--- src/rtl/counter_193_driver.sv ---
// Control-side sequencer for cascaded 74x193 counters: CPU/CPD count pulses, /PL and CLR strobes,
// shadow count with carry/borrow capture. Optional q readback check: COUNTER_193_DRIVER_CHECK_EN.
module counter_193_driver #(
    parameter int WIDTH    = 4,
    parameter int PULSE_LO = 2,
    parameter int PULSE_HI = 2
) (
    input  logic             i_clk,
    input  logic             i_reset,
    input  logic             i_cmd_valid,
    output logic             o_cmd_ready,
    input  logic [1:0]       i_cmd_op,
    input  logic [WIDTH-1:0] i_cmd_arg,
    output logic             o_done,
    output logic             o_carry,
    output logic             o_borrow,
    output logic [WIDTH-1:0] o_shadow,
    output logic             o_clr,
    output logic             o_npl,
    output logic [WIDTH-1:0] o_p,
    output logic             o_cpu,
    output logic             o_cpd,
    input  logic [WIDTH-1:0] i_q,
    input  logic             i_ntcu,
    input  logic             i_ntcd,
    output logic             o_err
);
    localparam int PMAX = (PULSE_LO > PULSE_HI) ? PULSE_LO : PULSE_HI;
    localparam int CW   = $clog2(PMAX) + 1;
    localparam logic [CW-1:0] LO_LAST = CW'(PULSE_LO - 1);
    localparam logic [CW-1:0] HI_LAST = CW'(PULSE_HI - 1);

    localparam logic [1:0] OP_UP = 2'b00;
    localparam logic [1:0] OP_DN = 2'b01;
    localparam logic [1:0] OP_LD = 2'b10;
    localparam logic [1:0] OP_CL = 2'b11;

    typedef enum logic [2:0] {
        S_CLEAR, S_IDLE, S_LOW, S_HIGH, S_LOAD, S_DONE
`ifdef COUNTER_193_DRIVER_CHECK_EN
        , S_CHECK
`endif
    } state_t;

`ifdef COUNTER_193_DRIVER_CHECK_EN
    localparam state_t S_FIN = S_CHECK;
`else
    localparam state_t S_FIN = S_DONE;
`endif

    typedef struct packed {
        logic [1:0]       op;
        logic [WIDTH-1:0] rem;
    } cmd_t;

    state_t           r_state;
    state_t           w_next;
    logic             r_rst_q;
    cmd_t             r_cmd;
    logic [CW-1:0]    r_tmr;
    logic [WIDTH-1:0] r_shadow;
    logic [WIDTH-1:0] r_p;
    logic             r_carry;
    logic             r_borrow;
    logic             r_clr;
    logic             r_npl;
    logic             r_cpu;
    logic             r_cpd;
    logic             w_accept;
    logic             w_lo_last;
    logic             w_hi_last;
    logic [1:0]       w_op_nxt;
    logic             w_clr_n;
    logic             w_npl_n;
    logic             w_cpu_n;
    logic             w_cpd_n;

    assign w_accept  = (r_state == S_IDLE) && i_cmd_valid;
    assign w_lo_last = (r_tmr == LO_LAST);
    assign w_hi_last = (r_tmr == HI_LAST);
    assign w_op_nxt  = w_accept ? i_cmd_op : r_cmd.op;

    // r_rst_q holds CLEAR for one full clock after reset is released
    always_ff @(posedge i_clk) begin
        if (i_reset) begin
            r_state <= S_CLEAR;
            r_rst_q <= 1'b1;
        end else begin
            r_state <= w_next;
            r_rst_q <= 1'b0;
        end
    end

    always_comb begin
        w_next = r_state;
        case (r_state)
            S_CLEAR: w_next = r_rst_q ? S_CLEAR : S_IDLE;
            S_IDLE: begin
                if (i_cmd_valid) begin
                    if (i_cmd_op[1])
                        w_next = S_LOAD;
                    else if (i_cmd_arg == '0)
                        w_next = S_FIN;
                    else
                        w_next = S_LOW;
                end
            end
            S_LOW:   if (w_lo_last) w_next = S_HIGH;
            S_HIGH:  if (w_hi_last) w_next = (r_cmd.rem == WIDTH'(1)) ? S_FIN : S_LOW;
            S_LOAD:  if (w_lo_last) w_next = S_FIN;
`ifdef COUNTER_193_DRIVER_CHECK_EN
            S_CHECK: w_next = S_DONE;
`endif
            S_DONE:  w_next = S_IDLE;
            default: w_next = S_CLEAR;
        endcase
    end

    // Strobes are decoded from the next state and registered, so the 193 clock
    // inputs never see decode glitches yet still track the state cycle-for-cycle.
    always_comb begin
        w_clr_n = 1'b0;
        w_npl_n = 1'b1;
        w_cpu_n = 1'b1;
        w_cpd_n = 1'b1;
        case (w_next)
            S_CLEAR: w_clr_n = 1'b1;
            S_LOW: begin
                w_cpu_n = (w_op_nxt != OP_UP);
                w_cpd_n = (w_op_nxt != OP_DN);
            end
            S_LOAD: begin
                w_npl_n = (w_op_nxt != OP_LD);
                w_clr_n = (w_op_nxt == OP_CL);
            end
            default: ;
        endcase
    end

    always_ff @(posedge i_clk) begin
        if (i_reset) begin
            r_clr <= 1'b1;
            r_npl <= 1'b1;
            r_cpu <= 1'b1;
            r_cpd <= 1'b1;
        end else begin
            r_clr <= w_clr_n;
            r_npl <= w_npl_n;
            r_cpu <= w_cpu_n;
            r_cpd <= w_cpd_n;
        end
    end

    always_ff @(posedge i_clk) begin
        if (i_reset) begin
            r_cmd    <= '0;
            r_tmr    <= '0;
            r_shadow <= '0;
            r_p      <= '0;
            r_carry  <= 1'b0;
            r_borrow <= 1'b0;
        end else begin
            r_tmr <= (w_next != r_state) ? '0 : r_tmr + CW'(1);
            case (r_state)
                S_IDLE: begin
                    if (w_accept) begin
                        r_cmd.op  <= i_cmd_op;
                        r_cmd.rem <= i_cmd_arg;
                        r_carry   <= 1'b0;
                        r_borrow  <= 1'b0;
                        if (i_cmd_op == OP_LD)
                            r_p <= i_cmd_arg;
                    end
                end
                S_LOW: begin
                    if (r_cmd.op == OP_UP && !i_ntcu)
                        r_carry <= 1'b1;
                    if (r_cmd.op == OP_DN && !i_ntcd)
                        r_borrow <= 1'b1;
                    if (w_lo_last)
                        r_shadow <= (r_cmd.op == OP_UP) ? r_shadow + WIDTH'(1)
                                                        : r_shadow - WIDTH'(1);
                end
                S_HIGH: begin
                    if (w_hi_last)
                        r_cmd.rem <= r_cmd.rem - WIDTH'(1);
                end
                S_LOAD: begin
                    if (w_lo_last)
                        r_shadow <= (r_cmd.op == OP_LD) ? r_p : '0;
                end
                default: ;
            endcase
        end
    end

`ifdef COUNTER_193_DRIVER_CHECK_EN
    logic r_err;

    always_ff @(posedge i_clk) begin
        if (i_reset)
            r_err <= 1'b0;
        else if (w_accept)
            r_err <= 1'b0;
        else if (r_state == S_CHECK && i_q != r_shadow)
            r_err <= 1'b1;
    end

    assign o_err = r_err;
`else
    logic w_unused_q;
    assign w_unused_q = ^i_q;
    assign o_err      = 1'b0;
`endif

    assign o_cmd_ready = (r_state == S_IDLE);
    assign o_done      = (r_state == S_DONE);
    assign o_carry     = r_carry;
    assign o_borrow    = r_borrow;
    assign o_shadow    = r_shadow;
    assign o_clr       = r_clr;
    assign o_npl       = r_npl;
    assign o_p         = r_p;
    assign o_cpu       = r_cpu;
    assign o_cpd       = r_cpd;

endmodule

--- config.mk ---
export PLATFORM = sky130hd
export DESIGN_NAME = counter_193_driver
export DESIGN_NICKNAME = d
export VERILOG_FILES = /design/src/rtl/counter_193_driver.sv
export SDC_FILE = /design/constraint.sdc
export NUM_CORES = 1
export LEC_CHECK = 0
export CAP_MARGIN = 20
export CORE_MARGIN = 8
export CORE_UTILIZATION = 60
export DETAILED_ROUTE_END_ITERATION = 10
export DONT_BUFFER_PORTS = 1
export GPL_ROUTABILITY_DRIVEN = 0
export PLACE_DENSITY = 0.76
export SYNTH_ARGS = -nofsm -noshare
export SYNTH_HDL_FRONTEND = slang
export SYNTH_SLANG_ARGS = --single-unit
--- constraint.sdc ---
create_clock -name i_clk -period 2.12 [get_ports i_clk]
set_input_delay 0.53 -clock i_clk [delete_from_list [all_inputs] [get_ports i_clk]]
set_output_delay 0.53 -clock i_clk [all_outputs]
set_load 0.02 [all_outputs]
==> results of run 1 <==
==> critical path: cells and delay by family, from the launching register on <==
kind / cells / cell delay, ns
flops: 1 / 0.37
compound gates: 3 / 0.59
xor+xnor: 1 / 0.13
fa+ha+maj: 1 / 0.29
simple gates: 2 / 0.42
==> routing by layer <==
layer | track usage | up-vias
met5 | 0 | -
met4 | 0.0327 | 0
met3 | 0.0361 | 2
met2 | 0.253 | 39
met1 | 0.172 | 537
li1 | - | 581
==> worst max path at each step <==
stage / to / cells past startpoint / startpoint / slack (ns)
finish: o_shadow[3] / 7 / r_cmd[5] / 0.23
global route: o_shadow[3] / 7 / r_cmd[5] / 0.09
CTS: o_shadow[3] / 7 / r_cmd[5] / 0.22
detailed placement: o_shadow[3] / 7 / r_cmd[5] / 0.25
global placement: o_shadow[3] / 7 / r_cmd[5] / 0.32
floorplan: o_shadow[3] / 7 / r_cmd[5] / 0.38
==> state kept, by name (all words and copies together) (netlist names), 2 cells and up <==
name and count:
r_cmd 6, o_p 4, o_shadow 4, r_state 3
r_tmr 2
==> power by group through the flow <==
stage | clock (W) | sequential, W | combinational [W]
floorplan | 0 | 0.000547 | 0.000152
global placement | 0 | 0.000549 | 0.000171
detailed placement | 0 | 0.000550 | 0.000177
CTS | 0.000252 | 0.000540 | 0.000179
global route | 0.000275 | 0.000542 | 0.000199
finish | 0.000248 | 0.000539 | 0.000179
==> kinds of logic (layout without fill, tap and decap cells) <==
group,after synthesis,after routing,share of synthesized area
AND/OR/NAND/NOR,70,70,0.287
AO/OA/AOI/OAI,34,34,0.160
flip-flops,26,26,0.361
buffers and inverters,13,15,0.0460
multiplexers,9,9,0.0624
adder cells (fa/ha/maj),6,6,0.0572
XOR/XNOR,4,4,0.0243
other,1,1,0.00260
==> cell usage in the layout (no fill, tap or decap), drive strengths merged, types with 3 or more instances in the layout <==
cell and count:
a21oi 14, nand2b 3, nor3 7, ha 5, inv 5, nand3 4
dfxtp 26, nand2 13, nand3b 7, mux2i 9, o21ai 7, clkbuf 4
xnor2 3, buf 6, nor3b 4, nor2 18, and3b 4
==> layout make-up <==
cell class / instances / area (um^2) / area share
inverters: 5 / 18.8 / 0.0124
multi-input cells: 124 / 856 / 0.566
clock buffers: 4 / 36.3 / 0.0240
repair buffers: 6 / 45.0 / 0.0298
flip-flops and latches: 26 / 520 / 0.344
well taps: 28 / 35.0 / 0.0232
==> through the flow <==
step / hold WS [ns] / std cells
floorplan: 0.484 / 163
global placement: 0.513 / 189
detailed placement: 0.524 / 189
CTS: 0.226 / 193
global route: 0.208 / 193
finish: 0.234 / 193
==> flow_summary_export.csv, run 1 <==
group,metric,value,unit
setup_path,reg2reg_to,"o_shadow[3]",
hold_path,hp-class,"in2reg",
yosys,avgSynthCellArea,8.85,um^2
hold_path,whs_endpoint,"r_rst_q",
yosys,synth_common_cells,"dfxtp_1, nor2_1, nand2_1",
layout,drive_above_1_share,0.133,
floorplan,rows,17,
global_route,grt_max_degree,22,
setup_path,crit_type,"reg2reg",
yosys,synth_edf_count,0,
place,hpwlAfterDp,2.35,mm
yosys,synth_area_leaders,"dfxtp_1, mux2i_1, nor2_1",
timing,hold_violations,0,
power,switchingPower,0.000271,W
run,drv_cap,0,
routing,remaining_drc_errors,0,
global_route,grt_pass1_wl,5.09,mm
layout,fill_cells,197,
global_route,grt_pass1_vias,1097,
clock_tree,tritoncts,"built",
layout,syn_to_final_growth,4.77,%
routing,wl_met2,1.50,mm
routing,wl,3.03,mm
layout,diodes,0,
yosys,ys_dominant_reg_cell,"dfxtp_1",
timing,grt_setup_unrepaired,"false",
clock_tree,cts_root_buffer,"clkbuf_4",
routing,avgRoutedWirePerCell,15.7,um
yosys,synth_most_common_cell,"dfxtp_1",
global_route,antenna_found_initial,0,
floorplan,io_pins,32,
yosys,synthCells,163,
yosys,synth_cell_type_count,47,
timing,setup_viol,0,
yosys,netlist_area,0.00144,mm^2
setup_path,max_stage_delay,0.37,ns
clock_tree,cts.sinks,26,
yosys,synth_top_area_cell,"dfxtp_1",
setup_path,cp.arrival,2.12,ns
clock_tree,postCtsHoldBufs,0,
floorplan,dieArea,0.00423,mm^2
routing,drt-pass1-iter-count,6,
floorplan,die_y,65.0,um
yosys,async_reset_ff_frac,0,
floorplan,start_util,0.646,
power,pwr-share-comb,0.185,
setup_path,cp_slowest_cell,"dfxtp_1",
clock_tree,ctsResizeCount,0,
routing,drt-initial-drc-count,50,
routing,wl_met1,1.23,mm
layout,design_area,0.00151,mm^2
power,p_seq_frac,0.559,
setup_path,path_cells,"or2_2 > ha_1 > a21o_1 > a21oi_1 > xnor2_1 > nand2_1 > a221oi_1",
place,port-buffer-count,0,
setup_path,cp_max_fo,5,
power,power_density,639,mW/mm^2
floorplan,die_w,65.0,um
power,peakVddDrop,0.341,mV
power,p_int,0.000695,W
routing,ant_nets,0,
clock_tree,clk_pin_slew,0.14,ns
timing,fin_skew,0.00118,ns
yosys,yosys.area.top_type_share,0.361,
floorplan,core-area,0.00223,mm^2
layout,nNetsFinal,187,
setup_path,reg2reg_depth,7,
global_route,grt_overflow_total,0,
setup_path,rrSetupSlack,0.23,ns
timing,tns,0,ns
clock_tree,cts_buffers,3,
power,power_leakage,0.618,nW
setup_path,startpoint_type,"flop",
power,clockPowerShare,0.256,
routing,vias_per_cell,6.01,
timing,fin_ws,0.228,ns
timing,timing.final.crit_share,0.892,
clock_tree,post-cts-setup-buffers,0,
clock_tree,clockBufferDepth,2,
clock_tree,htreeDepth,1,
hold_path,hp-start,"i_reset",
place,dp_slack,0.252,ns
yosys,ys_seq_area_frac,0.361,
power,swShare,0.280,
timing,drv_slew,0,
yosys,ys_warn_count,0,
yosys,syn_nets,184,
clock_tree,clk_latency,0.31,ns
power,fin_total_pwr,0.000966,W
global_route,grtUsageTotal,0.145,
setup_path,r2r_start,"r_cmd[5]",
routing,vias,1159,
outcome,status,"completed",
routing,maxUsedRoutingLayer,"met4",
layout,final_util,0.677,
place,placed_area,0.00148,mm^2
timing,clock.fmax,529,MHz
yosys,ys_ff_latch,26,
setup_path,crit_path_end_kind,"flop",
timing,period_needed,1.89,ns
hold_path,hold_path_depth,0,
routing,wl_met3,273,um
setup_path,cp.required,2.35,ns
Power figures use the tool's default switching activity.
==> run 2, diff against run 1 <==
SKIP_LAST_GASP = 1   (was default)
==> results of run 2 <==
No change in the layout: final DEF, timing and power equal those of run 1.
